**src/rtl/jt51_wrqueue.sv**
```systemverilog
// jt51_wrqueue: host-side write buffer in front of the jt51 core.
// Queues (register address, data) pairs and replays each one as an address
// write followed by a data write. Strobes are timed to cen_p1, and the chip
// busy flag (dout[7]) is honoured before the next pair is issued.
// Optional feature macro: JT51_WRQ_TOUT_EN enables a busy watchdog that
// raises the sticky tout_err flag and forces the FSM back to IDLE.
`timescale 1ns/1ps

module jt51_wrqueue #(
    parameter int AW    = 4,
    parameter int GUARD = 2,
    parameter int TOUT  = 255
) (
    input  logic          clk,
    input  logic          rst_n,
    input  logic          cen_p1,
    input  logic          wr_valid,
    output logic          wr_ready,
    input  logic [7:0]    wr_addr,
    input  logic [7:0]    wr_data,
    output logic [AW:0]   level,
    output logic          idle,
    output logic          ym_cs_n,
    output logic          ym_wr_n,
    output logic          ym_a0,
    output logic [7:0]    ym_din,
    input  logic [7:0]    ym_dout,
    output logic          tout_err,
    input  logic          tout_clr
);

    localparam int DEPTH = 1 << AW;
    localparam int GW    = (GUARD > 0) ? $clog2(GUARD + 1) : 1;

    typedef enum logic [2:0] {
        ST_IDLE,
        ST_ADDR,
        ST_GAP,
        ST_DATA,
        ST_GUARD,
        ST_WAITB
    } state_t;

    logic [15:0]   mem_q [DEPTH];
    logic [AW-1:0] wrPtr_q;
    logic [AW-1:0] rdPtr_q;
    logic [AW:0]   count_q;
    logic [AW:0]   count_d;
    logic          push;
    logic          pop;
    logic [15:0]   head;

    state_t        state_q;
    state_t        state_d;
    logic [GW-1:0] guardCnt_q;
    logic [GW-1:0] guardCnt_d;
    logic [7:0]    dataHold_q;
    logic [7:0]    dataHold_d;
    logic          strobe_q;
    logic          strobe_d;
    logic          a0_q;
    logic          a0_d;
    logic [7:0]    din_q;
    logic [7:0]    din_d;
    logic [6:0]    dout_unused;

    // wr_ready looks only at the registered count, so a full FIFO stays
    // closed even in a cycle where the FSM is popping.
    assign wr_ready    = (count_q != (AW + 1)'(DEPTH));
    assign push        = wr_valid & wr_ready;
    assign pop         = (state_q == ST_IDLE) && (count_q != '0);
    assign head        = mem_q[rdPtr_q];
    assign level       = count_q;
    assign idle        = (state_q == ST_IDLE) && (count_q == '0);
    assign ym_cs_n     = strobe_q;
    assign ym_wr_n     = strobe_q;
    assign ym_a0       = a0_q;
    assign ym_din      = din_q;
    assign dout_unused = ym_dout[6:0];

    // FIFO storage; contents need no reset because the pointers define validity
    always_ff @(posedge clk) begin
        if (push) begin
            mem_q[wrPtr_q] <= {wr_addr, wr_data};
        end
    end

    // Occupancy update: push and pop together leave the count unchanged
    always_comb begin
        count_d = count_q;
        case ({push, pop})
            2'b10:   count_d = count_q + 1'b1;
            2'b01:   count_d = count_q - 1'b1;
            default: count_d = count_q;
        endcase
    end

    // FIFO pointers and occupancy; reset drops every stored pair
    always_ff @(posedge clk or negedge rst_n) begin
        if (!rst_n) begin
            wrPtr_q <= '0;
            rdPtr_q <= '0;
            count_q <= '0;
        end else begin
            if (push) wrPtr_q <= wrPtr_q + 1'b1;
            if (pop)  rdPtr_q <= rdPtr_q + 1'b1;
            count_q <= count_d;
        end
    end

`ifdef JT51_WRQ_TOUT_EN
    localparam int TW = $clog2(TOUT + 1);

    logic [TW-1:0] toutCnt_q;
    logic [TW-1:0] toutCnt_d;
    logic          toutErr_q;
    logic          toutErr_d;
    logic          toutFire;
`else
    logic [1:0]    tout_unused;

    assign tout_unused = {tout_clr, (TOUT > 0)};
`endif

    // Sequencer: pops a pair in IDLE, then walks address strobe, gap,
    // data strobe, guard delay and busy wait, moving on cen_p1 ticks only
    always_comb begin
        state_d    = state_q;
        guardCnt_d = guardCnt_q;
        dataHold_d = dataHold_q;
        a0_d       = a0_q;
        din_d      = din_q;
`ifdef JT51_WRQ_TOUT_EN
        toutFire   = 1'b0;
`endif
        case (state_q)
            ST_IDLE: begin
                if (pop) begin
                    state_d    = ST_ADDR;
                    a0_d       = 1'b0;
                    din_d      = head[15:8];
                    dataHold_d = head[7:0];
                end
            end
            ST_ADDR: begin
                if (cen_p1) state_d = ST_GAP;
            end
            ST_GAP: begin
                if (cen_p1) begin
                    state_d = ST_DATA;
                    a0_d    = 1'b1;
                    din_d   = dataHold_q;
                end
            end
            ST_DATA: begin
                if (cen_p1) begin
                    state_d    = ST_GUARD;
                    guardCnt_d = GW'(GUARD);
                end
            end
            ST_GUARD: begin
                if (cen_p1) begin
                    if (guardCnt_q <= GW'(1)) begin
                        state_d = ST_WAITB;
                    end else begin
                        guardCnt_d = guardCnt_q - GW'(1);
                    end
                end
            end
            ST_WAITB: begin
                if (cen_p1) begin
                    if (!ym_dout[7]) begin
                        state_d = ST_IDLE;
                    end
`ifdef JT51_WRQ_TOUT_EN
                    else if (toutCnt_q == TW'(TOUT - 1)) begin
                        state_d  = ST_IDLE;
                        toutFire = 1'b1;
                    end
`endif
                end
            end
            default: state_d = ST_IDLE;
        endcase
        strobe_d = !((state_d == ST_ADDR) || (state_d == ST_DATA));
    end

    // State and registered chip-side outputs; strobes rise asynchronously on reset
    always_ff @(posedge clk or negedge rst_n) begin
        if (!rst_n) begin
            state_q    <= ST_IDLE;
            guardCnt_q <= '0;
            dataHold_q <= '0;
            strobe_q   <= 1'b1;
            a0_q       <= 1'b0;
            din_q      <= '0;
        end else begin
            state_q    <= state_d;
            guardCnt_q <= guardCnt_d;
            dataHold_q <= dataHold_d;
            strobe_q   <= strobe_d;
            a0_q       <= a0_d;
            din_q      <= din_d;
        end
    end

`ifdef JT51_WRQ_TOUT_EN
    // Watchdog counter restarts on entry to WAITB; a new timeout beats tout_clr
    always_comb begin
        toutCnt_d = toutCnt_q;
        if (state_d == ST_WAITB) begin
            if (state_q != ST_WAITB) begin
                toutCnt_d = '0;
            end else if (cen_p1) begin
                toutCnt_d = toutCnt_q + 1'b1;
            end
        end
        toutErr_d = toutFire ? 1'b1 : (tout_clr ? 1'b0 : toutErr_q);
    end

    // Watchdog registers
    always_ff @(posedge clk or negedge rst_n) begin
        if (!rst_n) begin
            toutCnt_q <= '0;
            toutErr_q <= 1'b0;
        end else begin
            toutCnt_q <= toutCnt_d;
            toutErr_q <= toutErr_d;
        end
    end

    assign tout_err = toutErr_q;
`else
    assign tout_err = 1'b0;
`endif

endmodule
```
**config.mk**
```make
export PLATFORM = sky130hd
export DESIGN_NAME = jt51_wrqueue
export DESIGN_NICKNAME = d
export VERILOG_FILES = /design/src/rtl/jt51_wrqueue.sv
export SDC_FILE = /design/constraint.sdc
export NUM_CORES = 1
export LEC_CHECK = 0
export CORE_AREA = 10 10 180 165
export DETAILED_ROUTE_END_ITERATION = 6
export DIE_AREA = 0 0 190 175
export SYNTH_ARGS = -nofsm -noshare
export SYNTH_HDL_FRONTEND = slang
export SYNTH_SLANG_ARGS = --single-unit
```
**constraint.sdc**
```tcl
create_clock -name clk -period 2.75 [get_ports clk]
set_input_delay 0.825 -clock clk [delete_from_list [all_inputs] [get_ports clk]]
set_output_delay 0.825 -clock clk [all_outputs]
set_load 0.05 [all_outputs]
```
==> impl_metrics.py, run 1 <==
metrics = {
    "outcome": {
        "status": "finished clean",
    },
    "worst_setup_path": {
        "worstSetupPathType": "flop to output port",
        "path_max_fanout": 2,
        "r2r-start": "rdPtr_q[0]",
        "slowest_delay_ns": 0.80,
        "critPathRequiredTime_ns": 1.93,
        "reg2reg_setup_slack_ns": 0.07,
        "reg2reg_depth": 6,
        "path_cells": "clkdlybuf4s50_1",
        "arrival_ns": 1.86,
        "startpoint_type": "flop",
        "cp_slowest_cell": "clkdlybuf4s50_1",
        "path_delay_family": "buffers and inverters",
        "reg2reg_to": "ym_din[0]",
        "critPathBufInv": 1,
        "end_kind": "output port",
    },
    "die": {
        "core-area_um2": 25900,
        "rows": 56,
        "dieWidth_um": 190,
        "pin_count": 48,
        "die_area_um2": 33300,
        "fp.dieH_um": 175,
        "start_util_pct": 44.6,
    },
    "placement": {
        "place_inst": 1002,
        "globalplace.congestion": 0.791,
        "preCtsSetupSlack_ns": -0.299,
        "placed_area_um2": 12800,
        "io_buffer_count": 38,
        "hpwlAfterDp_mm": 15.3,
    },
    "clock_tree": {
        "clk_latency_ns": 0.56,
        "clock_path_buffers": 3,
        "ctsHoldBuffers": 0,
        "postCtsSetupRepairBufs": 0,
        "clock-sinks": 292,
        "clock-root-buffer": "clkbuf_16",
        "clkSlewWorstSetupHoldPaths_ns": 0.06,
        "cts_buffers": 30,
        "htree_levels": 1,
        "cts_tree": "yes",
    },
    "detailed_routing": {
        "wl_met2_mm": 11.5,
        "via_count": 5754,
        "drc": 0,
        "route.met3.wl_mm": 1.30,
        "final_antenna_net_count": 0,
        "routed.top_layer": "met5",
        "drt_wl_total_mm": 23.9,
        "wl_per_cell_um": 22.6,
        "drt_first_pass_iters": 4,
        "drt_iter0_drc": 423,
        "routedLengthMet1_mm": 10.6,
        "viasPerCell": 5.44,
    },
    "logic_synthesis": {
        "synth_edf_count": 256,
        "ys_seq_elements": 292,
        "synth.distinct_cells": 43,
        "yosys_warnings": 0,
        "async_flop_share_pct": 12.3,
        "synth_area_per_cell_um2": 19.3,
        "synth-seq-area-share_pct": 74.4,
        "ys.flop_type": "edfxtp_1",
        "syn_nets": 637,
        "synthCells": 597,
        "synth_area_um2": 11500,
    },
    "finish": {
        "drive_gt1_share_pct": 27.0,
        "finalInstanceArea_um2": 13800,
        "fin_util_pct": 53.5,
        "syn_to_final_growth_pct": 19.8,
        "layout.cells.non_filler": 1058,
        "n_fill_cell": 1980,
        "final_nets": 726,
        "antenna_cells": 0,
    },
    "timing": {
        "maxSlewViolCount": 0,
        "setup_viol": 0,
        "period_share_pct": 97.7,
        "holdWs_ns": 0.345,
        "finalHoldViolCount": 0,
        "worst_slew_pin_slew_ns": 0.759,
        "slew_headroom_pct": 49.4,
        "finClkSkew_ns": 0.0242,
        "period_minus_slack_ns": 2.69,
        "fin_ws_ns": 0.0621,
        "grt_setup_unrepaired": "false",
        "tns_ns": 0,
        "fmax_ghz": 0.372,
    },
    "global_routing": {
        "grt_antenna_before_repair": 1,
        "gr-total-overflow": 0,
        "grt_pass1_wl_mm": 36.8,
        "grt_use_total_pct": 14.4,
        "grt_pass1_vias": 6067,
        "grt_max_degree": 34,
    },
    "power": {
        "irDropWorstVdd_v": 0.000533,
        "powerDensity_nw_per_um2": 1080,
        "leakagePower_nw": 4.71,
        "power_mw": 14.9,
    },
    "job": {
        "maxCapViolCount": 0,
    },
    "hold_path": {
        "min_path_type": "input port to async pin",
    },
}
-- Yosys cell counts, types with 2 or more instances --
cell | number | area share, %
a21oi_1 | 9 | 0.39
nand2b_1 | 3 | 0.16
ha_1 | 10 | 1.1
inv_1 | 8 | 0.26
mux2i_1 | 25 | 2.2
xnor2_1 | 9 | 0.68
nor2b_1 | 12 | 0.65
o22ai_1 | 8 | 0.43
a211oi_1 | 8 | 0.52
nand4_1 | 3 | 0.16
a2111oi_0 | 8 | 0.61
dfrtp_1 | 35 | 7.6
and2_1 | 8 | 0.43
buf_2 | 14 | 0.61
buf_1 | 3 | 0.098
a21o_1 | 2 | 0.13
nor3_1 | 5 | 0.22
a22o_1 | 7 | 0.53
nor2_1 | 34 | 1.1
mux2_2 | 10 | 0.98
a211o_1 | 7 | 0.53
buf_4 | 2 | 0.13
xor2_1 | 2 | 0.15
clkbuf_1 | 11 | 0.36
nand2_1 | 19 | 0.62
edfxtp_1 | 256 | 67
mux4_2 | 57 | 11
o21ai_0 | 4 | 0.17
buf_6 | 3 | 0.29
nand3_1 | 2 | 0.087
-- cells in the final DEF (no fill, tap or decap), types with 7 or more instances in the layout --
cell	n
a211o_1	7
a211oi_1	8
a21oi_1	9
a22o_1	7
and2_1	8
buf_12	17
buf_4	36
clkbuf_16	30
clkdlybuf4s50_1	35
clkinv_1	8
dfrtp_1	30
edfxtp_1	256
ha_1	10
inv_1	8
mux2_2	10
mux2i_1	25
mux4_2	57
nand2_1	19
nor2_1	22
nor2_2	12
nor2b_1	12
o22ai_1	8
xnor2_1	9
-- layout make-up --
class	instances	area [um2]	share of cell area (%)
Sequential cell	292	8600	62.2
Multi-Input combinational cell	264	2830	20.4
Timing Repair Buffer	90	971	7.02
Clock buffer	35	779	5.63
Tap cell	348	435	3.15
Clock inverter	21	193	1.39
Inverter	8	30.0	0.217
-- flip-flops by register name, indices dropped and copies added (netlist names) --
name        count
ym_din          8
ym_cs_n         1
ym_a0           1
level           5
wrPtr_q         4
mem_q         256
dataHold_q      8
guardCnt_q      2
state_q         3
rdPtr_q         4
-- report_power, final --
part           internal (mW)  switching, mW
sequential              5.51          0.546
clock                   2.31           1.64
combinational           2.30           2.60
total                   10.1           4.79
-- layer usage --
metal | vias to the layer above | track usage (%)
met5 | - | 0
met4 | 2 | 3.97
met3 | 33 | 2.35
met2 | 144 | 22.8
met1 | 2997 | 20.2
li1 | 2578 | -
-- timing repair --
action / in CTS / in global routing
endpoints found under the setup margin: 2 / 3
gates resized for setup: 4 / 4
pin swaps: 0 / 0
hold endpoints to repair: 0 / 0
-- cells by family (layout without fill, tap and decap cells) --
family          after synthesis  after routing  share of synthesized area, %
flops                       292            292                          74.4
mux                          92             92                          14.3
simple gates                 91             91                          3.75
compound gates               58             58                          3.71
buf+inv                      41            154                          1.75
fa+ha+maj                    11             11                          1.26
xor+xnor                     11             11                         0.835
other cells                   1              1                        0.0325
-- how the worst max path moves through the flow --
stage	start	endpoint	slack (ns)	cells after the start
2_1_floorplan	level[3]	level[4]	-0.21	11
3_3_place_gp	wr_valid	level[4]	-0.26	9
3_5_place_dp	wr_valid	level[4]	-0.30	9
4_1_cts	level[1]	wr_ready	0.03	3
5_1_grt	level[2]	level[2]	0.006	1
6_report	ym_cs_n	ym_cs_n	0.06	1
No activity file was read; power rests on OpenSTA's default activity.
==> run 2: changes to the inputs <==
--- a/config.mk
+++ b/config.mk
@@ -5,9 +5,11 @@
 export SDC_FILE = /design/constraint.sdc
 export NUM_CORES = 1
 export LEC_CHECK = 0
+export CAP_MARGIN = 10
 export CORE_AREA = 10 10 180 165
 export DETAILED_ROUTE_END_ITERATION = 6
 export DIE_AREA = 0 0 190 175
+export SLEW_MARGIN = 5
 export SYNTH_ARGS = -nofsm -noshare
 export SYNTH_HDL_FRONTEND = slang
 export SYNTH_SLANG_ARGS = --single-unit
==> constraint.sdc (replaced) <==
create_clock -name clk -period 3.5 [get_ports clk]
set_input_delay 1.05 -clock clk [delete_from_list [all_inputs] [get_ports clk]]
set_output_delay 1.05 -clock clk [all_outputs]
set_load 0.05 [all_outputs]
==> impl_metrics.py, run 2 (synthesis gave the netlist of run 1 again) <==
metrics = {
    "outcome": {
        "status": "finished clean",
    },
    "clock_tree": {
        "clock-sinks": 292,
        "cts_tree": "yes",
        "ctsHoldBuffers": 0,
        "clock-root-buffer": "clkbuf_16",
        "ctsResizeCount": 0,
        "clock_path_buffers": 3,
        "postCtsSetupRepairBufs": 0,
        "clkSlewWorstSetupHoldPaths_ns": 0.06,
        "htree_levels": 1,
        "cts_buffers": 30,
        "clk_latency_ns": 0.55,
    },
    "finish": {
        "final_nets": 716,
        "largest_reg_flops": 256,
        "final_common_cell": "edfxtp_1",
        "top_register": "mem_q",
        "drive_gt1_share_pct": 25.0,
        "fin_util_pct": 52.4,
        "layout_common_cells": "edfxtp_1 (256), mux4_2 (57), buf_4 (38), clkdlybuf4s50_1 (36), dfrtp_1 (32)",
        "syn_to_final_growth_pct": 17.3,
        "layout.cells.non_filler": 1047,
        "antenna_cells": 0,
    },
    "detailed_routing": {
        "wl_per_cell_um": 23.6,
        "drc": 0,
        "viasPerCell": 5.54,
        "via_count": 5798,
        "drt_iter0_drc": 456,
        "drt_wl_total_mm": 24.8,
        "final_antenna_net_count": 0,
        "drt_first_pass_iters": 5,
    },
    "die": {
        "core-area_um2": 25900,
        "rows": 56,
        "pin_count": 48,
        "fp.dieH_um": 175,
        "die_area_um2": 33300,
        "start_util_pct": 44.6,
        "dieWidth_um": 190,
    },
    "power": {
        "switchingPower_mw": 3.67,
        "powerDensity_nw_per_um2": 841,
        "sequentialPowerShare_pct": 42.8,
        "p_clk_share_pct": 26.4,
        "irDropWorstVdd_v": 0.000367,
        "switching_share_pct": 32.2,
        "p_int_mw": 7.72,
        "leakagePower_nw": 4.63,
        "combPwrFrac_pct": 30.8,
    },
    "global_routing": {
        "grt_antenna_before_repair": 0,
        "grt_pass1_wl_mm": 37.6,
        "grt_max_degree": 37,
        "grt_use_total_pct": 14.8,
        "grt_pass1_vias": 6021,
        "gr-total-overflow": 0,
    },
    "hold_path": {
        "min_path_type": "flop to flop",
    },
    "worst_setup_path": {
        "worstSetupPathType": "flop to output port",
        "startpoint_type": "flop",
        "path_cells": "nor4_1 > buf_4 > nand2_1 > clkdlybuf4s50_1",
        "end_kind": "output port",
        "arrival_ns": 2.21,
        "path_delay_family": "buffers and inverters",
        "cp_slowest_cell": "clkdlybuf4s50_1",
        "critPathRequiredTime_ns": 2.45,
        "slowest_delay_ns": 0.71,
        "path_max_fanout": 5,
        "critPathBufInv": 2,
    },
    "timing": {
        "period_share_pct": 93.1,
        "slew_headroom_pct": 31.8,
        "fmax_ghz": 0.307,
        "period_minus_slack_ns": 3.26,
        "setup_viol": 0,
        "holdWs_ns": 0.486,
        "finClkSkew_ns": 0.0127,
        "tns_ns": 0,
        "grt_setup_unrepaired": "false",
        "worst_slew_pin_slew_ns": 0.997,
        "maxSlewViolCount": 0,
        "finalHoldViolCount": 0,
    },
    "placement": {
        "io_buffer_count": 38,
        "globalplace.congestion": 0.813,
        "place_inst": 992,
        "hpwlAfterDp_mm": 15.3,
    },
    "job": {
        "maxCapViolCount": 0,
    },
}
-- run 2: final timing paths --
kind	startpoint	to	slack, ns	depth (start not counted)
setup / recovery	level[0]	wr_ready	0.24	4
hold / removal	ym_a0	ym_a0	0.49	2
setup reg to reg	rdPtr_q[2]	ym_din[4]	0.49	6
hold reg to reg	ym_a0	ym_a0	0.49	2
max in group asynchronous	rst_n	rdPtr_q[0]	2.26	1
min in group asynchronous	rst_n	level[2]	0.61	1
-- run 2: power by group through the flow --
| stage | registers, mW | logic (mW) | clock network, mW |
|---|---|---|---|
| 2_1_floorplan | 4.86 | 2.41 | 0 |
| 3_3_place_gp | 4.91 | 3.48 | 0 |
| 3_5_place_dp | 4.96 | 3.55 | 0 |
| 4_1_cts | 4.89 | 3.56 | 3.07 |
| 5_1_grt | 4.96 | 3.80 | 3.21 |
| 6_report | 4.87 | 3.51 | 3.00 |
-- run 2: layout make-up --
class                      count  area, um2
clock inverter                18        149
fill                        2027      12300
inverter                       8       30.0
timing repair buffer          80        743
multi-input combinational    264       2800
clock buffer                  37        787
tap                          348        435
sequential                   292       8600
-- run 2: per-layer routing --
layer / vias to the layer above / routed length, um / track usage (%)
li1: 2553 / - / -
met1: 3043 / 11000 / 20.3
met2: 164 / 11800 / 23.6
met3: 38 / 1440 / 3.11
met4: 0 / 541 / 3.77
met5: - / 0 / 0
-- run 2: worst reg2reg max path: stages, from the launching register on --
cell       delay [ns]
dfrtp_2          0.94
buf_4            0.35
mux4_2           0.32
and2_1           0.17
a2111oi_0        0.84
buf_4            0.23
a211oi_1         0.04
-- run 2: metrics by stage --
stage | cell area [um2] | setup slack (ns) | power (mW)
after floorplan | 11500 | 0.239 | 7.27
after global placement | 12600 | 0.229 | 8.39
after detailed placement | 12600 | 0.198 | 8.51
after CTS | 13500 | 0.0165 | 11.5
after global routing | 13500 | 0.143 | 12.0
final | 13500 | 0.242 | 11.4
